File: src/rtl/ifu_fetch.sv
// ifu_fetch: npc fetch initiator; owns pc, keeps one imem read outstanding, hands {pc,inst} to decode.
// Latency: out_valid two cycles after request acceptance (3 cycles/inst with zero-wait memory).
// Backpressure: request held until mem_req_ready, {pc,inst} held until out_ready. Option: IFU_MISALIGN_CHK_EN.
module ifu_fetch #(
  parameter int                ADDR_W = 32,
  parameter int                INST_W = 32,
  parameter logic [ADDR_W-1:0] RST_PC = 32'h80000000
) (
  input  logic              clk,
  input  logic              rst,
  output logic              mem_req_valid,
  input  logic              mem_req_ready,
  output logic [ADDR_W-1:0] mem_req_addr,
  input  logic              mem_rsp_valid,
  input  logic [INST_W-1:0] mem_rsp_data,
  input  logic              redirect_valid,
  input  logic [ADDR_W-1:0] redirect_pc,
  output logic              out_valid,
  input  logic              out_ready,
  output logic [ADDR_W-1:0] out_pc,
  output logic [INST_W-1:0] out_inst
`ifdef IFU_MISALIGN_CHK_EN
  , output logic            out_misaligned
`endif
);

  typedef enum logic [1:0] {StReq, StWait, StHold} state_e;

  state_e            stateQ, stateD;
  logic [ADDR_W-1:0] pcQ, redirTgt;
  logic [INST_W-1:0] instQ;
  logic              dropQ, misQ, redirMis, reqFire;

`ifdef IFU_MISALIGN_CHK_EN
  localparam logic [INST_W-1:0] NopInst = INST_W'(32'h00000013);
  assign redirTgt = redirect_pc;
  assign redirMis = redirect_valid && (redirect_pc[1:0] != 2'b00);
`else
  assign redirTgt = redirect_pc & ~ADDR_W'(3);
  assign redirMis = 1'b0;
`endif

  assign reqFire = mem_req_valid && mem_req_ready;

  always_ff @(posedge clk) begin
    if (rst) stateQ <= StReq;
    else     stateQ <= stateD;
  end

  // misQ marks a pc reached by a misaligned redirect: HOLD then shows a nop instead of fetching.
  always_comb begin
    stateD = stateQ;
    case (stateQ)
      StReq: begin
        if (reqFire)       stateD = StWait;
        else if (redirMis) stateD = StHold;
      end
      StWait: begin
        if (mem_rsp_valid) begin
          if (dropQ || redirect_valid)
            stateD = (redirect_valid ? redirMis : misQ) ? StHold : StReq;
          else
            stateD = StHold;
        end
      end
      StHold: begin
        if (redirect_valid) stateD = redirMis ? StHold : StReq;
        else if (out_ready) stateD = StReq;
      end
      default: stateD = StReq;
    endcase
  end

  always_comb begin
    mem_req_valid = (stateQ == StReq) && !rst;
    mem_req_addr  = pcQ;
    out_valid     = (stateQ == StHold);
    out_pc        = pcQ;
`ifdef IFU_MISALIGN_CHK_EN
    out_inst       = misQ ? NopInst : instQ;
    out_misaligned = (stateQ == StHold) && misQ;
`else
    out_inst      = instQ;
`endif
  end

  always_ff @(posedge clk) begin
    if (rst) begin
      pcQ   <= RST_PC;
      dropQ <= 1'b0;
      instQ <= '0;
      misQ  <= 1'b0;
    end else begin
      case (stateQ)
        StReq: begin
          if (redirect_valid) begin
            pcQ  <= redirTgt;
            misQ <= redirMis;
            if (reqFire) dropQ <= 1'b1;
          end
        end
        StWait: begin
          if (mem_rsp_valid) begin
            if (dropQ || redirect_valid) begin
              dropQ <= 1'b0;
              if (redirect_valid) begin
                pcQ  <= redirTgt;
                misQ <= redirMis;
              end
            end else begin
              instQ <= mem_rsp_data;
            end
          end else if (redirect_valid) begin
            pcQ   <= redirTgt;
            misQ  <= redirMis;
            dropQ <= 1'b1;
          end
        end
        StHold: begin
          if (redirect_valid) begin
            pcQ  <= redirTgt;
            misQ <= redirMis;
          end else if (out_ready) begin
            pcQ  <= pcQ + ADDR_W'(4);
            misQ <= 1'b0;
          end
        end
        default: ;
      endcase
    end
  end

endmodule

File: config.mk
export PLATFORM = sky130hd
export DESIGN_NAME = ifu_fetch
export DESIGN_NICKNAME = d
export VERILOG_FILES = /design/src/rtl/ifu_fetch.sv
export SDC_FILE = /design/constraint.sdc
export NUM_CORES = 1
export LEC_CHECK = 0
export BUFFER_PORTS_ARGS = -buffer_cell sky130_fd_sc_hd__buf_2
export CORE_MARGIN = 5
export CORE_UTILIZATION = 35
export CTS_CLUSTER_DIAMETER = 40
export DETAILED_ROUTE_END_ITERATION = 10
export PLACE_DENSITY = 0.66
export SLEW_MARGIN = 20
export SYNTH_ARGS = -nofsm -noshare
export SYNTH_HDL_FRONTEND = slang
export SYNTH_SLANG_ARGS = --single-unit
File: constraint.sdc
create_clock -name clk -period 2.4 [get_ports clk]
set_clock_uncertainty 0.2 [all_clocks]
set_input_delay 0.36 -clock clk [delete_from_list [all_inputs] [get_ports clk]]
set_output_delay 0.36 -clock clk [all_outputs]
set_load 0.005 [all_outputs]
==> metrics.yaml, run 1 <==
clk_pin_slew_ps: 90
synth_top_family_by_area: "simple AND/OR/NAND/NOR gates"
routabilityCongestion: 0.8583
grt_use_total_pct: 17.86
critical-path-max-stage-delay_ps: 460
ys_seq_elements: 66
crit_chain: "and4_1, nand3_1, o311ai_0, a31oi_1, a21o_1"
portBuffers: 161
first_iter_violations: 263
ant_nets: 0
synth_edf_count: 0
gr-usage-met2_pct: 29.25
yosysMostFrequentCell: "nand2_1"
rsz0062_at_grt: "no"
crit_path_start_kind: "flop"
critPathCaptureType: "flop"
die_y_um: 110.8
hold_depth: 3
max_clock_freq_mhz: 467.9
drv_cap: 0
ctsHoldBuffers: 0
comb_power_share_pct: 14.3
routed_wl_um: 11320
p_int_w: 0.001818
synth_compound_area_share_pct: 21.54
leakage_nw: 2.075
crit_fanout: 8
cts.sink_count: 66
cts_setup_buffers: 0
cts_max_path_buffers: 2
synthFlopType: "dfxtp_1"
hold_end: "out_inst[15]"
synthesis.area_um2: 3555
grtUsageMet1_pct: 21.03
cellPowerDensity_nw_per_um2: 562.2
synthMuxAreaShare_pct: 1.126
vias: 3928
required_ps: 2450
grt_pass1_vias: 3769
finalNonFillerCells: 751
synth_xor_xnor_area_share_pct: 0
swShare_pct: 29.30
synth_cells: 478
yosys.area.top_type_share_pct: 37.17
setup_viol: 0
clock_latency_ps: 350
reg2reg_slack_ps: 260
timing.final.crit_period_ps: 2137
synth_fa_ha_area_share_pct: 0.3520
async_flop_share_pct: 0
numCtsBuffers: 9
dieWidth_um: 110.8
placementRows: 36
yosys.area.top_type: "dfxtp_1"
cp.arrival_ps: 2190
synthTopCellsByArea: "dfxtp_1 (37%), nand2_1 (9.6%), buf_4 (7.4%)"
r2r-start: "mem_req_addr[12]"
cts_resized: 0
power_switching_w: 0.0007536
wl_per_cell_um: 15.08
io_pins: 168
r2r_end: "mem_req_addr[29]"
yosys.area_share.simple_pct: 28.37
hold_violations: 0
yosys_warnings: 0
layout-drive-gt1-share_pct: 33.50
area_growth_pct: 28.69
overflow: 0
core_area_um2: 9819
drc_errors: 0
synth_cell_types: 49
grt_max_degree: 50
hp-class: "in -> reg"
die_area_um2: 12270
setup_tns_ps: 0
cts-root-buf: "clkbuf_8"
setup.worst_path.class: "reg -> reg"
power.share.sequential_pct: 46.5
hold_path_startpoint: "mem_rsp_data[15]"
cp_num_buf_inv: 0
diodes: 0
ys_seq_area_share_pct: 37.17
grt_pass1_wl_um: 18270
status: "finished clean"
antenna_found_initial: 1
synth_top_cells_by_count: "nand2_1 (91), dfxtp_1 (66), a21oi_1 (52)"
fin_crit_sh_pct: 89.04
use_met3_pct: 6.277
dp.cells: 735
hpwl_um: 8428
drtPass1Iterations: 5
slowest_stage: "dfxtp_1"
vias_per_cell: 5.230
p_clk_share_pct: 39.2
initial_utilization_pct: 36.20
cts_tree: "yes"
grt_busiest_layer: "met2"
reg2reg_depth: 5
cp_top_family: "compound AO/OA/AOI/OAI gates"
syn_avg_cell_area_um2: 7.437
ir_drop_mv: 0.2639
drv_slew: 0
nets: 684
n_fill_cell: 1048
cts_max_level: 3
-- registers in the layout (all words and copies together), names as in the netlist --
name and flops:
dropQ 1, misQ 1, stateQ 2, mem_req_addr 30, out_inst 32
-- layout by cell type, fill, tap and decap left out, types with 5 or more instances in the layout --
master      n
clkbuf_8    9
a211oi_1    5
dfxtp_1    66
nor4_1      6
nand3_1    17
a31oi_1     5
a21oi_1    52
buf_2     161
and4_1      7
and3_1      8
a22oi_1     5
and2_1      5
o21ai_0    17
nand2_1    91
nand4_1    10
nor3_1     16
nor2_1     34
buf_4      27
-- cell type report --
cell class / count / area, um^2 / area share (%)
clock inverters: 7 / 83.83 / 1.833
repair buffers: 188 / 1008 / 22.05
flip-flops and latches: 66 / 1321 / 28.88
multi-input cells: 343 / 1852 / 40.48
inverters: 5 / 18.77 / 0.4103
well taps: 133 / 166.4 / 3.638
clock buffers: 9 / 123.9 / 2.708
-- power groups by stage --
stage	combinational [W]	sequential, W	clock (W)
final	0.000368	0.00120	0.00101
after detailed placement	0.000370	0.00122	0
after global placement	0.000364	0.00122	0
after CTS	0.000372	0.00120	0.00103
after floorplan	0.000206	0.00123	0
after global routing	0.000411	0.00121	0.00110
-- metrics by stage --
| stage | instance area, um^2 | worst slack (ps) | util [%] | power [W] | hold WS (ps) |
|---|---|---|---|---|---|
| after global placement | 4367 | 254.4 | 44.47 | 0.001581 | 239.6 |
| final | 4574 | 263.0 | 46.59 | 0.002572 | 33.52 |
| after floorplan | 3566 | 277.4 | - | 0.001432 | 243.4 |
| after global routing | 4574 | 40.72 | 46.59 | 0.002713 | 14.83 |
| after CTS | 4574 | 267.5 | 46.59 | 0.002597 | 18.54 |
| after detailed placement | 4367 | 221.4 | 44.47 | 0.001591 | 242.9 |
-- worst max-delay path by stage --
stage                startpoint  depth (start not counted)  slack (ps)               end
2_1_floorplan    redirect_valid                          6         280  mem_req_addr[23]
3_3_place_gp     redirect_valid                          7         250  mem_req_addr[28]
3_5_place_dp     redirect_valid                          6         220  mem_req_addr[20]
4_1_cts         mem_req_addr[2]                          6         270  mem_req_addr[28]
5_1_grt        mem_req_addr[12]                          5          40  mem_req_addr[29]
6_report       mem_req_addr[12]                          5         260  mem_req_addr[29]
-- tightest hold or removal path: cells and delay by family --
family,cells,cell delay [ps]
compound gates,1,50
simple gates,1,40
buf+inv,1,90
-- per-layer routing --
layer  share of wire, %  routed length, um
met5               0.11                 13
met4                2.7                311
met3                8.7                981
met2                 47               5314
met1                 42               4702
-- cell families (layout without fill, tap and decap cells) --
| logic type | Yosys count | in the layout |
|---|---|---|
| AO/OA/AOI/OAI | 121 | 121 |
| buffers and inverters | 72 | 209 |
| multiplexers | 4 | 4 |
| AND/OR/NAND/NOR | 213 | 213 |
| adder cells (fa/ha/maj) | 1 | 1 |
| flip-flops | 66 | 66 |
| other | 1 | 4 |
Power figures use the tool's default switching activity.
==> run 2, diff against run 1 <==
--- a/config.mk
+++ b/config.mk
@@ -11,6 +11,7 @@
 export CTS_CLUSTER_DIAMETER = 40
 export DETAILED_ROUTE_END_ITERATION = 10
 export PLACE_DENSITY = 0.66
+export RECOVER_POWER = 50
 export SLEW_MARGIN = 20
 export SYNTH_ARGS = -nofsm -noshare
 export SYNTH_HDL_FRONTEND = slang
==> run 2 against run 1 <==
Effect of this change:
- fmax decreased by 0.56%
- largest power group unchanged
- via count increased by 1.2%
- final area decreased by 1.8%
- worst hold slack about the same
- critical path depth unchanged
- flip-flop and latch count unchanged
- sequential share of layout area increased by 0.52 points
==> metrics.yaml, run 2 (same netlist as run 1, synthesis figures left out) <==
status: "finished clean"  # unchanged
comb_power_share_pct: 13.9  # was 14.3%
cts_max_path_buffers: 2  # unchanged
wl_per_cell_um: 15.05  # was 15.08 um
hold_depth: 3  # unchanged
drv_cap: 0  # unchanged
io_pins: 168  # unchanged
dieWidth_um: 110.8  # unchanged
routabilityCongestion: 0.8583  # unchanged
crit_path_start_kind: "flop"  # unchanged
overflow: 0  # unchanged
preCtsSetupSlack_ps: 221.4  # unchanged
first_iter_violations: 231  # was 263
power.share.sequential_pct: 46.8  # was 46.5%
vias_per_cell: 5.292  # was 5.230
hold_end: "out_inst[15]"  # unchanged
ir_drop_mv: 0.2642  # was 0.2639 mV
final_common_cell: "buf_2"  # unchanged
timing.hold.ws_ps: 33.49  # was 33.52 ps
cts-root-buf: "clkbuf_8"  # unchanged
diodes: 0  # unchanged
dp.cells: 735  # unchanged
final_cell_mix: "buf_2 (121), nand2_1 (91), dfxtp_1 (66)"  # was buf_2 (161), nand2_1 (91), dfxtp_1 (66)
crit_chain: "and4_1, nand3_1, o311ai_0, a31oi_1, a21o_1"  # unchanged
crit_fanout: 8  # unchanged
hpwl_um: 8428  # unchanged
initial_utilization_pct: 36.20  # unchanged
timing.final.crit_period_ps: 2149  # was 2137 ps
reg2reg_depth: 5  # unchanged
leakage_nw: 1.882  # was 2.075 nW
nets: 684  # unchanged
cellPowerDensity_nw_per_um2: 569.0  # was 562.2 nW/um^2
ant_nets: 0  # unchanged
swShare_pct: 29.46  # was 29.30%
cts.sink_count: 66  # unchanged
drv_slew: 0  # unchanged
setup.worst_path.class: "reg -> reg"  # unchanged
cts_max_level: 3  # unchanged
finalNonFillerCells: 751  # unchanged
hp-class: "in -> reg"  # unchanged
required_ps: 2450  # about the same
rsz0062_at_grt: "no"  # unchanged
cts_resized: 0  # unchanged
hold_violations: 0  # unchanged
drtPass1Iterations: 5  # unchanged
critical-path-max-stage-delay_ps: 460  # about the same
antenna_found_initial: 1  # unchanged
reg2reg_slack_ps: 250  # was 260 ps
critPathCaptureType: "flop"  # unchanged
die_y_um: 110.8  # unchanged
clock_latency_ps: 350  # about the same
max_clock_freq_mhz: 465.3  # was 467.9 MHz
ctsHoldBuffers: 0  # unchanged
post-route-util_pct: 45.76  # was 46.59%
placementRows: 36  # unchanged
die_area_um2: 12270  # unchanged
area_growth_pct: 26.40  # was 28.69%
routed_wl_um: 11300  # was 11320 um
grt_pass1_wl_um: 18270  # unchanged
power_switching_w: 0.0007532  # was 0.0007536 W
vias: 3974  # was 3928
r2r-start: "mem_req_addr[12]"  # unchanged
p_clk_share_pct: 39.4  # was 39.2%
portBuffers: 161  # unchanged
grt_pass1_vias: 3769  # unchanged
hold_path_startpoint: "mem_rsp_data[15]"  # unchanged
grt_max_degree: 50  # unchanged
grt_use_total_pct: 17.86  # unchanged
layout-drive-gt1-share_pct: 25.89  # was 33.50%
largest_reg_flops: 32  # unchanged
setup_viol: 0  # unchanged
p_int_w: 0.001803  # was 0.001818 W
cts_tree: "yes"  # unchanged
cts_setup_buffers: 0  # unchanged
numCtsBuffers: 9  # unchanged
r2r_end: "mem_req_addr[29]"  # unchanged
slowest_stage: "dfxtp_1"  # unchanged
cp.arrival_ps: 2200  # was 2190 ps
core_area_um2: 9819  # unchanged
setup_tns_ps: 0  # unchanged
clk_pin_slew_ps: 90  # about the same
timing.final.ws_setup_ps: 250.9  # was 263.0 ps
fin_crit_sh_pct: 89.55  # was 89.04%
drc_errors: 0  # unchanged
## run 2: changes by cell type in the layout (fill, tap and decap cells not counted), sizes merged
cell and change:
buf -49, clkbuf +49
## run 2: worst max-delay path by stage
stage | from | to | slack [ps] | depth (start not counted)
finish | mem_req_addr[12] | mem_req_addr[29] | 250 | 5
global route | mem_req_addr[2] | mem_req_addr[28] | 30 | 6
floorplan | redirect_valid | mem_req_addr[23] | 280 | 6
detailed placement | redirect_valid | mem_req_addr[20] | 220 | 6
global placement | redirect_valid | mem_req_addr[28] | 250 | 7
CTS | mem_req_addr[2] | mem_req_addr[28] | 270 | 6
## run 2: final cells by class
type	count	area [um^2]
tap	133	166.4
clock inverter	7	83.83
timing repair buffer	188	927.1
sequential	66	1321
multi-input combinational	343	1852
clock buffer	9	123.9
fill	1070	5326
inverter	5	18.77
## run 2: worst max-delay path: cells and delay by family, from the launching register on
family	cells	cell delay, ps
AO/OA/AOI/OAI	3	700
flip-flops	1	460
AND/OR/NAND/NOR	2	700
## run 2: stage by stage
step	instance area (um^2)	total power [W]
2_1_floorplan	3566	0.001432
3_3_place_gp	4367	0.001581
3_5_place_dp	4367	0.001591
4_1_cts	4574	0.002597
5_1_grt	4493	0.002698
6_report	4493	0.002557
## run 2: routing by layer
metal	GRT usage [%]	routed length [um]	vias up
met4	7.882	326	2
met5	0	13	-
met2	29.25	5290	179
met1	21.03	4630	1824
met3	6.277	1038	30
li1	-	-	1939
## run 2: power by group through the flow
stage	registers, W	logic (W)	clock network, W
after floorplan	0.00123	0.000206	0
after global placement	0.00122	0.000364	0
after detailed placement	0.00122	0.000370	0
after CTS	0.00120	0.000372	0.00103
after global routing	0.00121	0.000396	0.00110
final	0.00120	0.000354	0.00101
